File: src/rtl/line_setup.sv
// Bresenham setup: orders and optionally transposes a line's endpoints, then derives deltax, |deltay|, ystep and steep.
// Results appear 4 cycles after start is accepted and are held stable in HOLD until setup_ack; start is ignored while busy.
module line_setup #(
  parameter int WIDTH = 13
) (
  input  logic             clk,
  input  logic             rst,
  input  logic             start,
  output logic             ready,
  input  logic [WIDTH-1:0] x0_in,
  input  logic [WIDTH-1:0] y0_in,
  input  logic [WIDTH-1:0] x1_in,
  input  logic [WIDTH-1:0] y1_in,
  output logic [WIDTH-1:0] x0,
  output logic [WIDTH-1:0] y0,
  output logic [WIDTH-1:0] x1,
  output logic [WIDTH-1:0] deltax,
  output logic [WIDTH-1:0] deltay,
  output logic [WIDTH-1:0] ystep,
  output logic             steep,
  output logic             setup_valid,
  input  logic             setup_ack
);

  localparam logic [WIDTH-1:0] STEP_POS = {{(WIDTH-1){1'b0}}, 1'b1};
  localparam logic [WIDTH-1:0] STEP_NEG = {WIDTH{1'b1}};

  typedef enum logic [2:0] {
    IDLE  = 3'd0,
    STEEP = 3'd1,
    ORDER = 3'd2,
    DELTA = 3'd3,
    HOLD  = 3'd4
  } state_t;

  state_t state;
  state_t state_nxt;

  // working copy of the endpoints, rewritten in place by STEEP and ORDER
  logic [WIDTH-1:0] ax;
  logic [WIDTH-1:0] ay;
  logic [WIDTH-1:0] bx;
  logic [WIDTH-1:0] by;
  logic             steep_w;

  logic [WIDTH-1:0] diff_x;
  logic [WIDTH-1:0] diff_y;
  logic [WIDTH-1:0] abs_x;
  logic [WIDTH-1:0] abs_y;
  logic             is_steep;
  logic             a_right_of_b;
  logic             a_below_b;
  logic             acked;

  assign acked = setup_valid && setup_ack;

  always_ff @(posedge clk) begin
    if (rst) begin
      state <= IDLE;
    end else begin
      state <= state_nxt;
    end
  end

  always_comb begin
    state_nxt = state;
    case (state)
      IDLE:    if (start) state_nxt = STEEP;
      STEEP:   state_nxt = ORDER;
      ORDER:   state_nxt = DELTA;
      DELTA:   state_nxt = HOLD;
      HOLD:    if (acked) state_nxt = IDLE;
      default: state_nxt = IDLE;
    endcase
  end

  // Inputs are limited to +/-2048, so differences and their magnitudes never overflow WIDTH bits.
  always_comb begin
    diff_x       = bx - ax;
    diff_y       = by - ay;
    abs_x        = diff_x[WIDTH-1] ? (~diff_x + STEP_POS) : diff_x;
    abs_y        = diff_y[WIDTH-1] ? (~diff_y + STEP_POS) : diff_y;
    is_steep     = abs_y > abs_x;
    a_right_of_b = $signed(ax) > $signed(bx);
    a_below_b    = $signed(ay) < $signed(by);
  end

  always_ff @(posedge clk) begin
    if (rst) begin
      ready       <= 1'b1;
      setup_valid <= 1'b0;
      ax          <= '0;
      ay          <= '0;
      bx          <= '0;
      by          <= '0;
      steep_w     <= 1'b0;
      x0          <= '0;
      y0          <= '0;
      x1          <= '0;
      deltax      <= '0;
      deltay      <= '0;
      ystep       <= STEP_POS;
      steep       <= 1'b0;
    end else begin
      ready       <= (state_nxt == IDLE);
      // valid rises one cycle after HOLD entry so every output is already settled
      setup_valid <= (state == HOLD) && !acked;
      case (state)
        IDLE: begin
          if (start) begin
            ax <= x0_in;
            ay <= y0_in;
            bx <= x1_in;
            by <= y1_in;
          end
        end
        STEEP: begin
          steep_w <= is_steep;
          if (is_steep) begin
            ax <= ay;
            ay <= ax;
            bx <= by;
            by <= bx;
          end
        end
        ORDER: begin
          if (a_right_of_b) begin
            ax <= bx;
            ay <= by;
            bx <= ax;
            by <= ay;
          end
        end
        DELTA: begin
          x0     <= ax;
          y0     <= ay;
          x1     <= bx;
          deltax <= diff_x;
          deltay <= abs_y;
          ystep  <= a_below_b ? STEP_POS : STEP_NEG;
          steep  <= steep_w;
        end
        default: begin
        end
      endcase
    end
  end

endmodule

File: config.mk
export PLATFORM = sky130hd
export DESIGN_NAME = line_setup
export DESIGN_NICKNAME = d
export VERILOG_FILES = /design/src/rtl/line_setup.sv
export SDC_FILE = /design/constraint.sdc
export NUM_CORES = 1
export LEC_CHECK = 0
export BUFFER_PORTS_ARGS = -buffer_cell sky130_fd_sc_hd__buf_2
export CAP_MARGIN = 20
export CORE_MARGIN = 2
export CORE_UTILIZATION = 57
export DETAILED_ROUTE_END_ITERATION = 16
export PLACE_DENSITY = 0.81
export REMOVE_ABC_BUFFERS = 1
export SETUP_SLACK_MARGIN = 0.02
export SLEW_MARGIN = 15
export SYNTH_ARGS = -nofsm -noshare
export SYNTH_HDL_FRONTEND = slang
export SYNTH_SLANG_ARGS = --single-unit
File: constraint.sdc
create_clock -name clk -period 6.2 [get_ports clk]
set_input_delay 0 -clock clk [delete_from_list [all_inputs] [get_ports clk]]
set_output_delay 0 -clock clk [all_outputs]
set_load 0.1 [all_outputs]
==> results.sh, run 1 <==
export IMPL_totalWireLength_um=21790
export IMPL_final_seq_area_um2=2502
export IMPL_initial_core_util_pct=57.97
export IMPL_worstSkewPairLatency_ns=0.44
export IMPL_hold_viol_final=0
export IMPL_max_freq_ghz=0.1857
export IMPL_numPortBuffers=135
export IMPL_holdWs_ns=0.02409
export IMPL_syn_area_um2=8015
export IMPL_cts_setup_buffers=0
export IMPL_ys_seq_area_share_pct=31.22
export IMPL_fp_row_count=43
export IMPL_avgViaCountPerCell=5.869
export IMPL_cts_tree="built"
export IMPL_die_h_um=122.6
export IMPL_synth_fa_ha_area_share_pct=10.65
export IMPL_ant_nets=0
export IMPL_path_clk_slew_ns=0.06
export IMPL_coreArea_um2=13830
export IMPL_synthTopCellsByCount="a21oi_1, dfxtp_1, nand2_1"
export IMPL_drt_wirelength_per_cell_um=16.24
export IMPL_clkSinkCount=125
export IMPL_synth_top_family_by_area="compound AO/OA/AOI/OAI gates"
export IMPL_die_x_um=122.6
export IMPL_yosysMostFrequentCell="a21oi_1"
export IMPL_synthSimpleGateAreaFrac_pct=14.16
export IMPL_root_buffer="clkbuf_16"
export IMPL_cap_violations=0
export IMPL_synth_seq_cells=125
export IMPL_cts_resized=0
export IMPL_synth_area_leader_cell="dfxtp_1"
export IMPL_fin_crit_sh_pct=86.86
export IMPL_critPathLaunchType="flip-flop"
export IMPL_synthCells=1008
export IMPL_gp_congestion=0.8979
export IMPL_grt_util_all_layers_pct=29.46
export IMPL_clockBufferDepth=2
export IMPL_min_path_type="input pin to flip-flop"
export IMPL_grt_max_degree=76
export IMPL_ys_types=58
export IMPL_diodes=0
export IMPL_rsz0062_at_grt="false"
export IMPL_htree_levels=4
export IMPL_layout_cells_non_filler=1342
export IMPL_skew_ns=0.01384
export IMPL_synth_mux_area_share_pct=0.1405
export IMPL_cts_hold_buf=54
export IMPL_nFillCells=1080
export IMPL_grt_overflow_total=0
export IMPL_critPathKind="flip-flop to flip-flop"
export IMPL_synthArstFlopShare_pct=0
export IMPL_setup_viol=0
export IMPL_setup_tns_final_ns=0
export IMPL_synth_flop_cell="dfxtp_1"
export IMPL_worstMarginPinSlew_ns=0.8252
export IMPL_drtIter0Drc=642
export IMPL_ys_top_cells_by_area="dfxtp_1, ha_1, a21oi_1, o21a_1, a211oi_1"
export IMPL_drc=0
export IMPL_nets=1273
export IMPL_syn2layout_area_growth_pct=23.71
export IMPL_arrival_ns=5.65
export IMPL_antenna_found_initial=0
export IMPL_synth_compound_area_share_pct=32.44
export IMPL_syn_avg_cell_area_um2=7.952
export IMPL_drive_gt1_share_pct=16.61
export IMPL_report_final_slew_viol_count=0
export IMPL_synth_edf_count=0
export IMPL_period_needed_ns=5.385
export IMPL_cp_end_kind="flip-flop"
export IMPL_crit_fanout=30
export IMPL_pin_count=137
export IMPL_synth_warnings=0
export IMPL_yosys_area_top_type_share_pct=31.22
export IMPL_max_slew_margin_pct=44.84
export IMPL_dp_cells=1256
export IMPL_multiInputGateArea_um2=4966
export IMPL_status="finished, final reports clean"
export IMPL_drt_pass1_iter_count=5
export IMPL_grt_first_pass_wirelength_um=35050
export IMPL_vias=7876
export IMPL_grt_pass1_vias=7247
export IMPL_die_area_um2=15030
export IMPL_dp_final_hpwl_um=14230
export IMPL_synthXorXnorAreaFrac_pct=4.043
export IMPL_required_ns=6.47
export IMPL_cts_buffers=17
==> kinds of logic (layout without fill, tap and decap cells) <==
family,count (synthesis),in the layout
other,1,1
DFF,125,125
adders and majority gates,67,67
and+or+nand+nor,248,248
muxes,1,1
buffers and inverters,144,298
AOI/OAI and AO/OA,385,385
xor gates and xnor gates,37,37
==> through the flow <==
step / setup WS (ns) / util, % / cell area [µm²]
final: 0.8147 / 71.71 / 9916
after global routing: 0.4139 / 71.71 / 9916
after CTS: 0.8803 / 71.57 / 9896
after detailed placement: 0.9092 / 62.97 / 8707
after global placement: 1.045 / 62.97 / 8707
after floorplan: -3.371 / - / 7685
==> registers in the layout, indices dropped and copies added, names as in the netlist <==
signal       cells
by              13
state            3
steep            1
setup_valid      1
steep_w          1
ay              13
ystep            1
x1              13
ready            1
y0              13
deltay          13
bx              13
deltax          13
ax              13
x0              13
==> final cells by class <==
type | instances | share of cell area (%)
inverters | 68 | 2.574
multi-input cells | 739 | 50.08
well taps | 180 | 2.271
flip-flops and latches | 125 | 25.24
clock inverters | 10 | 1.893
repair buffers | 199 | 13.30
clock buffers | 21 | 4.644
==> routing by layer <==
layer,up-vias,share of wire [%],GRT usage (%)
met5,-,0,0
met4,0,1.9,9.914
met3,42,5.6,5.809
met2,285,47,48.47
met1,3685,45,38.65
li1,3864,-,-
==> worst max-delay path, cell delays in order (launching register included) <==
cell and delay (ns):
dfxtp_1 0.35, inv_1 0.10, ha_1 0.19, inv_1 0.06, fa_1 0.42, a211oi_1 0.30, o21ai_0 0.18, a211oi_1 0.45
o31ai_1 0.19, xor2_1 0.53, o21ai_0 0.23, xor2_1 0.19, ha_1 0.30, nand3_1 0.13, a21oi_1 0.05, o31ai_1 0.24
a21oi_1 0.10, o31ai_1 0.31, o31a_2 0.26, buf_4 0.33, o21a_1 0.22, a211oi_1 0.07
==> final timing paths <==
path,from,end,slack [ns],cells past startpoint
worst min-delay path,rst,y0[2]$_SDFFE_PP0N_,0.02,2
worst min register to register,steep$_SDFFE_PP0N_,steep$_SDFFE_PP0N_,0.45,2
worst max-delay path,bx[0]$_SDFFE_PP0P_,by[10]$_SDFFE_PP0P_,0.81,21
worst max register to register,bx[0]$_SDFFE_PP0P_,by[10]$_SDFFE_PP0P_,0.81,21
==> placed cells by master (no fill, tap or decap), types with 50 or more instances in the layout <==
cell,synthesis,final
a211oi_1,61,61
a21oi_1,134,134
a22o_1,50,50
buf_2,0,134
dfxtp_1,125,125
dlygate4sd3_1,0,54
ha_1,65,65
inv_1,68,68
nand2_1,119,119
nor2_1,57,55
o21a_1,66,66
Power of run 1 is not shown: default switching activity piles up to over one toggle a cycle in this logic, so the estimate is an artifact.
==> inputs of run 2 (changes only) <==
Settings changed: GPL_TIMING_DRIVEN from default to 0.
==> results.sh, run 2 (synthesis results as in run 1) <==
export IMPL_nFillCells=1043
export IMPL_hold_viol_final=0
export IMPL_grt_pass1_vias=7426
export IMPL_grt_util_all_layers_pct=30.03
export IMPL_fin_crit_sh_pct=93.01
export IMPL_nets=1281
export IMPL_diodes=0
export IMPL_required_ns=6.52
export IMPL_cts_buffers=17
export IMPL_max_slew_margin_pct=40.55
export IMPL_cp_cell_sequence="ha_1 > inv_1 > fa_1 > a211oi_1 > o21ai_0 > a211oi_1 > o31ai_1 > xnor2_1 > a31o_2 > xor2_1 > ha_1 > a21oi_1 > nor2b_1 > o31ai_1 > a21oi_1 > o31ai_1 > o31a_4 > buf_12 > nor2_4 > buf_12 > a211oi_1"
export IMPL_report_final_slew_viol_count=0
export IMPL_cts_tree="built"
export IMPL_grt_overflow_total=0
export IMPL_drt_pass1_iter_count=5
export IMPL_syn2layout_area_growth_pct=25.43
export IMPL_clockBufferDepth=2
export IMPL_root_buffer="clkbuf_16"
export IMPL_ant_nets=0
export IMPL_numPortBuffers=135
export IMPL_skew_ns=0.008900
export IMPL_min_path_type="input pin to flip-flop"
export IMPL_drt_wirelength_per_cell_um=16.60
export IMPL_drtIter0Drc=766
export IMPL_totalWireLength_um=22430
export IMPL_coreArea_um2=13830
export IMPL_period_needed_ns=5.767
export IMPL_arrival_ns=6.09
export IMPL_wl_met2_um=10360
export IMPL_vias=7974
export IMPL_status="finished, final reports clean"
export IMPL_gp_congestion=0.9169
export IMPL_m1WireLength_um=9880
export IMPL_worstMarginPinSlew_ns=0.8879
export IMPL_antenna_found_initial=0
export IMPL_grt_max_degree=63
export IMPL_worst_path_buf_inv=3
export IMPL_fp_row_count=43
export IMPL_clkSinkCount=125
export IMPL_die_h_um=122.6
export IMPL_rsz0062_at_grt="false"
export IMPL_worstSkewPairLatency_ns=0.43
export IMPL_final_seq_area_um2=2502
export IMPL_grt_first_pass_wirelength_um=36170
export IMPL_drive_gt1_share_pct=17.42
export IMPL_slowest_delay_ns=0.47
export IMPL_pin_count=137
export IMPL_cap_violations=0
export IMPL_drc=0
export IMPL_max_freq_ghz=0.1734
export IMPL_critPathLaunchType="flip-flop"
export IMPL_critPathKind="flip-flop to flip-flop"
export IMPL_setup_viol=0
export IMPL_die_x_um=122.6
export IMPL_die_area_um2=15030
export IMPL_initial_core_util_pct=57.97
export IMPL_dp_final_hpwl_um=15070
export IMPL_critPathTopFamily="compound AO/OA/AOI/OAI gates"
export IMPL_avgViaCountPerCell=5.902
export IMPL_htree_levels=4
export IMPL_top_layer="met4"
export IMPL_wl_met3_um=1448
export IMPL_cp_end_kind="flip-flop"
export IMPL_final_cell_mix="a21oi_1, buf_2, dfxtp_1"
export IMPL_pre_cts_slack_ns=0.2992
export IMPL_multiInputGateArea_um2=4984
export IMPL_path_clk_slew_ns=0.06
export IMPL_cp_slowest_cell="xnor2_1"
export IMPL_setup_ws_ns=0.4333
export IMPL_crit_fanout=35
==> run 2: area by class of cell <==
cell class                 instances  area share [%]
clock inverter                    12           1.680
multi-input combinational        739           49.57
sequential                       125           24.89
tap                              180           2.240
clock buffer                      20           4.443
inverter                          68           2.539
timing repair buffer             207           14.64
==> run 2: metrics by stage <==
| step | utilization, % | std cells | area (µm²) | setup TNS [ns] | hold WS, ns |
|---|---|---|---|---|---|
| floorplan | - | 932 | 7685 | -158.93 | 0.06907 |
| global placement | 62.09 | 1247 | 8586 | -438.30 | 0.1999 |
| detailed placement | 64.31 | 1266 | 8892 | 0 | 0.1982 |
| CTS | 72.60 | 1351 | 10040 | 0 | 0.009804 |
| global route | 72.71 | 1351 | 10050 | 0 | 0.05118 |
| finish | 72.71 | 1351 | 10050 | 0 | 0.01991 |
==> run 2: worst paths after layout <==
kind | endpoint | slack (ns) | cells after the start | start
max | bx[9]$_SDFFE_PP0P_ | 0.43 | 21 | ax[0]$_SDFFE_PP0P_
min | ax[12]$_SDFFE_PP0P_ | 0.02 | 5 | x0_in[12]
max reg2reg | bx[9]$_SDFFE_PP0P_ | 0.43 | 21 | ax[0]$_SDFFE_PP0P_
min reg2reg | setup_valid$_SDFF_PP0_ | 0.45 | 1 | setup_valid$_SDFF_PP0_
==> run 2: worst reg2reg max path: cells and delay by family, from the launching register on <==
| family | cells | cell delay (ns) |
|---|---|---|
| compound gates | 11 | 2.94 |
| fa+ha+maj | 3 | 0.89 |
| xor+xnor | 2 | 0.62 |
| buf+inv | 3 | 0.57 |
| flops | 1 | 0.42 |
| simple gates | 2 | 0.23 |
==> run 2: timing repair <==
item | 4_1_cts | 5_1_grt
setup endpoints to repair | 0 | 45
setup buffers | 0 | 0
hold endpoints to repair | 54 | 0
hold buffers | 53 | 0
resized for setup | 0 | 2
==> run 2: metal layers <==
metal	vias to the layer above	global-route usage [%]
met5	-	0
met4	0	11.93
li1	3875	-
met2	342	47.85
met1	3695	39.90
met3	62	6.087
Power of run 2 is left out for the same reason.
==> inputs of run 3 (changes only) <==
Settings changed: BUFFER_PORTS_ARGS -buffer_cell sky130_fd_sc_hd__buf_2 to -buffer_cell sky130_fd_sc_hd__buf_4, CTS_BUF_LIST from default to sky130_fd_sc_hd__clkbuf_8 sky130_fd_sc_hd__clkbuf_16.
==> results.sh, run 3 (synthesis results as in run 1) <==
export IMPL_dp_final_hpwl_um=15090
export IMPL_worstMarginPinSlew_ns=0.9211
export IMPL_grt_util_all_layers_pct=30.05
export IMPL_clockBufferDepth=2
export IMPL_required_ns=6.52
export IMPL_antenna_found_initial=0
export IMPL_min_path_type="input pin to flip-flop"
export IMPL_met2_usage_pct=49.38
export IMPL_final_cell_mix="buf_4, a21oi_1, dfxtp_1"
export IMPL_initial_core_util_pct=57.97
export IMPL_nFillCells=1000
export IMPL_rrSetupSlack_ns=0.48
export IMPL_rsz0062_at_grt="false"
export IMPL_skew_ns=0.006088
export IMPL_min_from="x0_in[12]"
export IMPL_grt_pass1_vias=7421
export IMPL_reg2reg_from="ax[0]$_SDFFE_PP0P_"
export IMPL_period_needed_ns=5.721
export IMPL_cts_setup_buffers=0
export IMPL_die_area_um2=15030
export IMPL_vias=8044
export IMPL_drc=0
export IMPL_arrival_ns=6.04
export IMPL_gp_congestion=0.9076
export IMPL_numPortBuffers=135
export IMPL_report_final_slew_viol_count=0
export IMPL_multiInputGateArea_um2=5004
export IMPL_postLayoutCellArea_um2=10440
export IMPL_pin_count=137
export IMPL_layout_cells_non_filler=1351
export IMPL_holdWs_ns=0.04617
export IMPL_cts_tree="built"
export IMPL_grt_first_pass_wirelength_um=36180
export IMPL_crit_path_start="ax[0]$_SDFFE_PP0P_"
export IMPL_grt_busiest_layer="met2"
export IMPL_critPathLaunchType="flip-flop"
export IMPL_cts_buffers=17
export IMPL_drive_gt1_share_pct=17.76
export IMPL_diodes=0
export IMPL_final_seq_area_um2=2502
export IMPL_totalWireLength_um=22640
export IMPL_final_util_pct=75.50
export IMPL_nets=1281
export IMPL_crit_fanout=34
export IMPL_die_x_um=122.6
export IMPL_post_dp_cell_area_um2=9215
export IMPL_setup_viol=0
export IMPL_hold_end="ax[12]$_SDFFE_PP0P_"
export IMPL_hold_viol_final=0
export IMPL_r2r_cells=21
export IMPL_die_h_um=122.6
export IMPL_drtIter0Drc=683
export IMPL_whs_path_depth=5
export IMPL_max_slew_margin_pct=38.38
export IMPL_critPathKind="flip-flop to flip-flop"
export IMPL_r2r_end="ax[11]$_SDFFE_PP0P_"
export IMPL_drt_pass1_iter_count=5
export IMPL_grtUsageMet3_pct=4.740
export IMPL_htree_levels=4
export IMPL_ant_nets=0
export IMPL_cp_end_kind="flip-flop"
export IMPL_grt_max_degree=68
export IMPL_worstSkewPairLatency_ns=0.43
export IMPL_use_met1_pct=39.77
export IMPL_fin_crit_sh_pct=92.27
export IMPL_clkSinkCount=125
export IMPL_dp_cells=1266
export IMPL_path_clk_slew_ns=0.06
export IMPL_drt_wirelength_per_cell_um=16.75
export IMPL_cap_violations=0
export IMPL_grt_overflow_total=0
export IMPL_coreArea_um2=13830
export IMPL_root_buffer="clkbuf_16"
export IMPL_fp_row_count=43
export IMPL_mostFrequentLayoutCell="buf_4"
export IMPL_max_freq_ghz=0.1748
export IMPL_status="finished, final reports clean"
export IMPL_syn2layout_area_growth_pct=30.24
export IMPL_avgViaCountPerCell=5.954
run 3: changes by cell type in the layout (fill, tap and decap cells not counted), sizes merged:
cell	previous run	this run
clkinv	6	3
clkinvlp	2	3
inv	68	69
bufinv	4	5
run 3: per-stage QoR:
step	setup TNS [ns]	setup WS (ns)
global placement	-435.06	-8.454
finish	0	0.4793
global route	0	0.03232
CTS	0	0.2189
detailed placement	0	0.2511
floorplan	-158.93	-3.371
run 3: layout make-up:
class,instances,share of cell area [%]
multi-input combinational,739,47.93
tap,180,2.157
inverter,68,2.445
clock buffer,20,4.471
sequential,125,23.97
timing repair buffer,207,17.19
clock inverter,12,1.834
run 3: critical path, stage by stage (launching register included):
cell	delay [ns]
dfxtp_1	0.40
ha_1	0.22
inv_1	0.06
fa_1	0.42
a211oi_1	0.33
o21ai_0	0.24
a211oi_2	0.35
o31ai_1	0.21
xor2_2	0.37
o21ai_0	0.19
xor2_1	0.18
ha_1	0.30
nand3_1	0.12
a21oi_1	0.05
o31ai_1	0.23
a21oi_1	0.11
o31ai_1	0.43
o31a_4	0.41
buf_12	0.24
nor2_4	0.16
buf_12	0.27
a211oi_1	0.30
run 3: routing by layer:
metal / up-vias / part of all wire, %
met4: 0 / 2.4
met3: 42 / 5.9
met1: 3816 / 44
met2: 315 / 48
li1: 3871 / -
met5: - / 0
run 3: how the worst max path moves through the flow:
stage / endpoint / slack (ns) / depth (start not counted)
2_1_floorplan: ystep[11]$_SDFFE_PP0N_ / -3.37 / 3
3_3_place_gp: ax[12]$_SDFFE_PP0P_ / -8.45 / 5
3_5_place_dp: ay[7]$_SDFFE_PP0P_ / 0.25 / 21
4_1_cts: bx[6]$_SDFFE_PP0P_ / 0.22 / 21
5_1_grt: ax[11]$_SDFFE_PP0P_ / 0.03 / 19
6_report: ax[11]$_SDFFE_PP0P_ / 0.48 / 21
run 3: what timing repair did:
action,in CTS,in global routing
resized for setup,0,5
endpoints found under the hold margin,54,0
hold buffers,53,0
endpoints found under the setup margin,0,52
Power of run 3 is left out for the same reason.
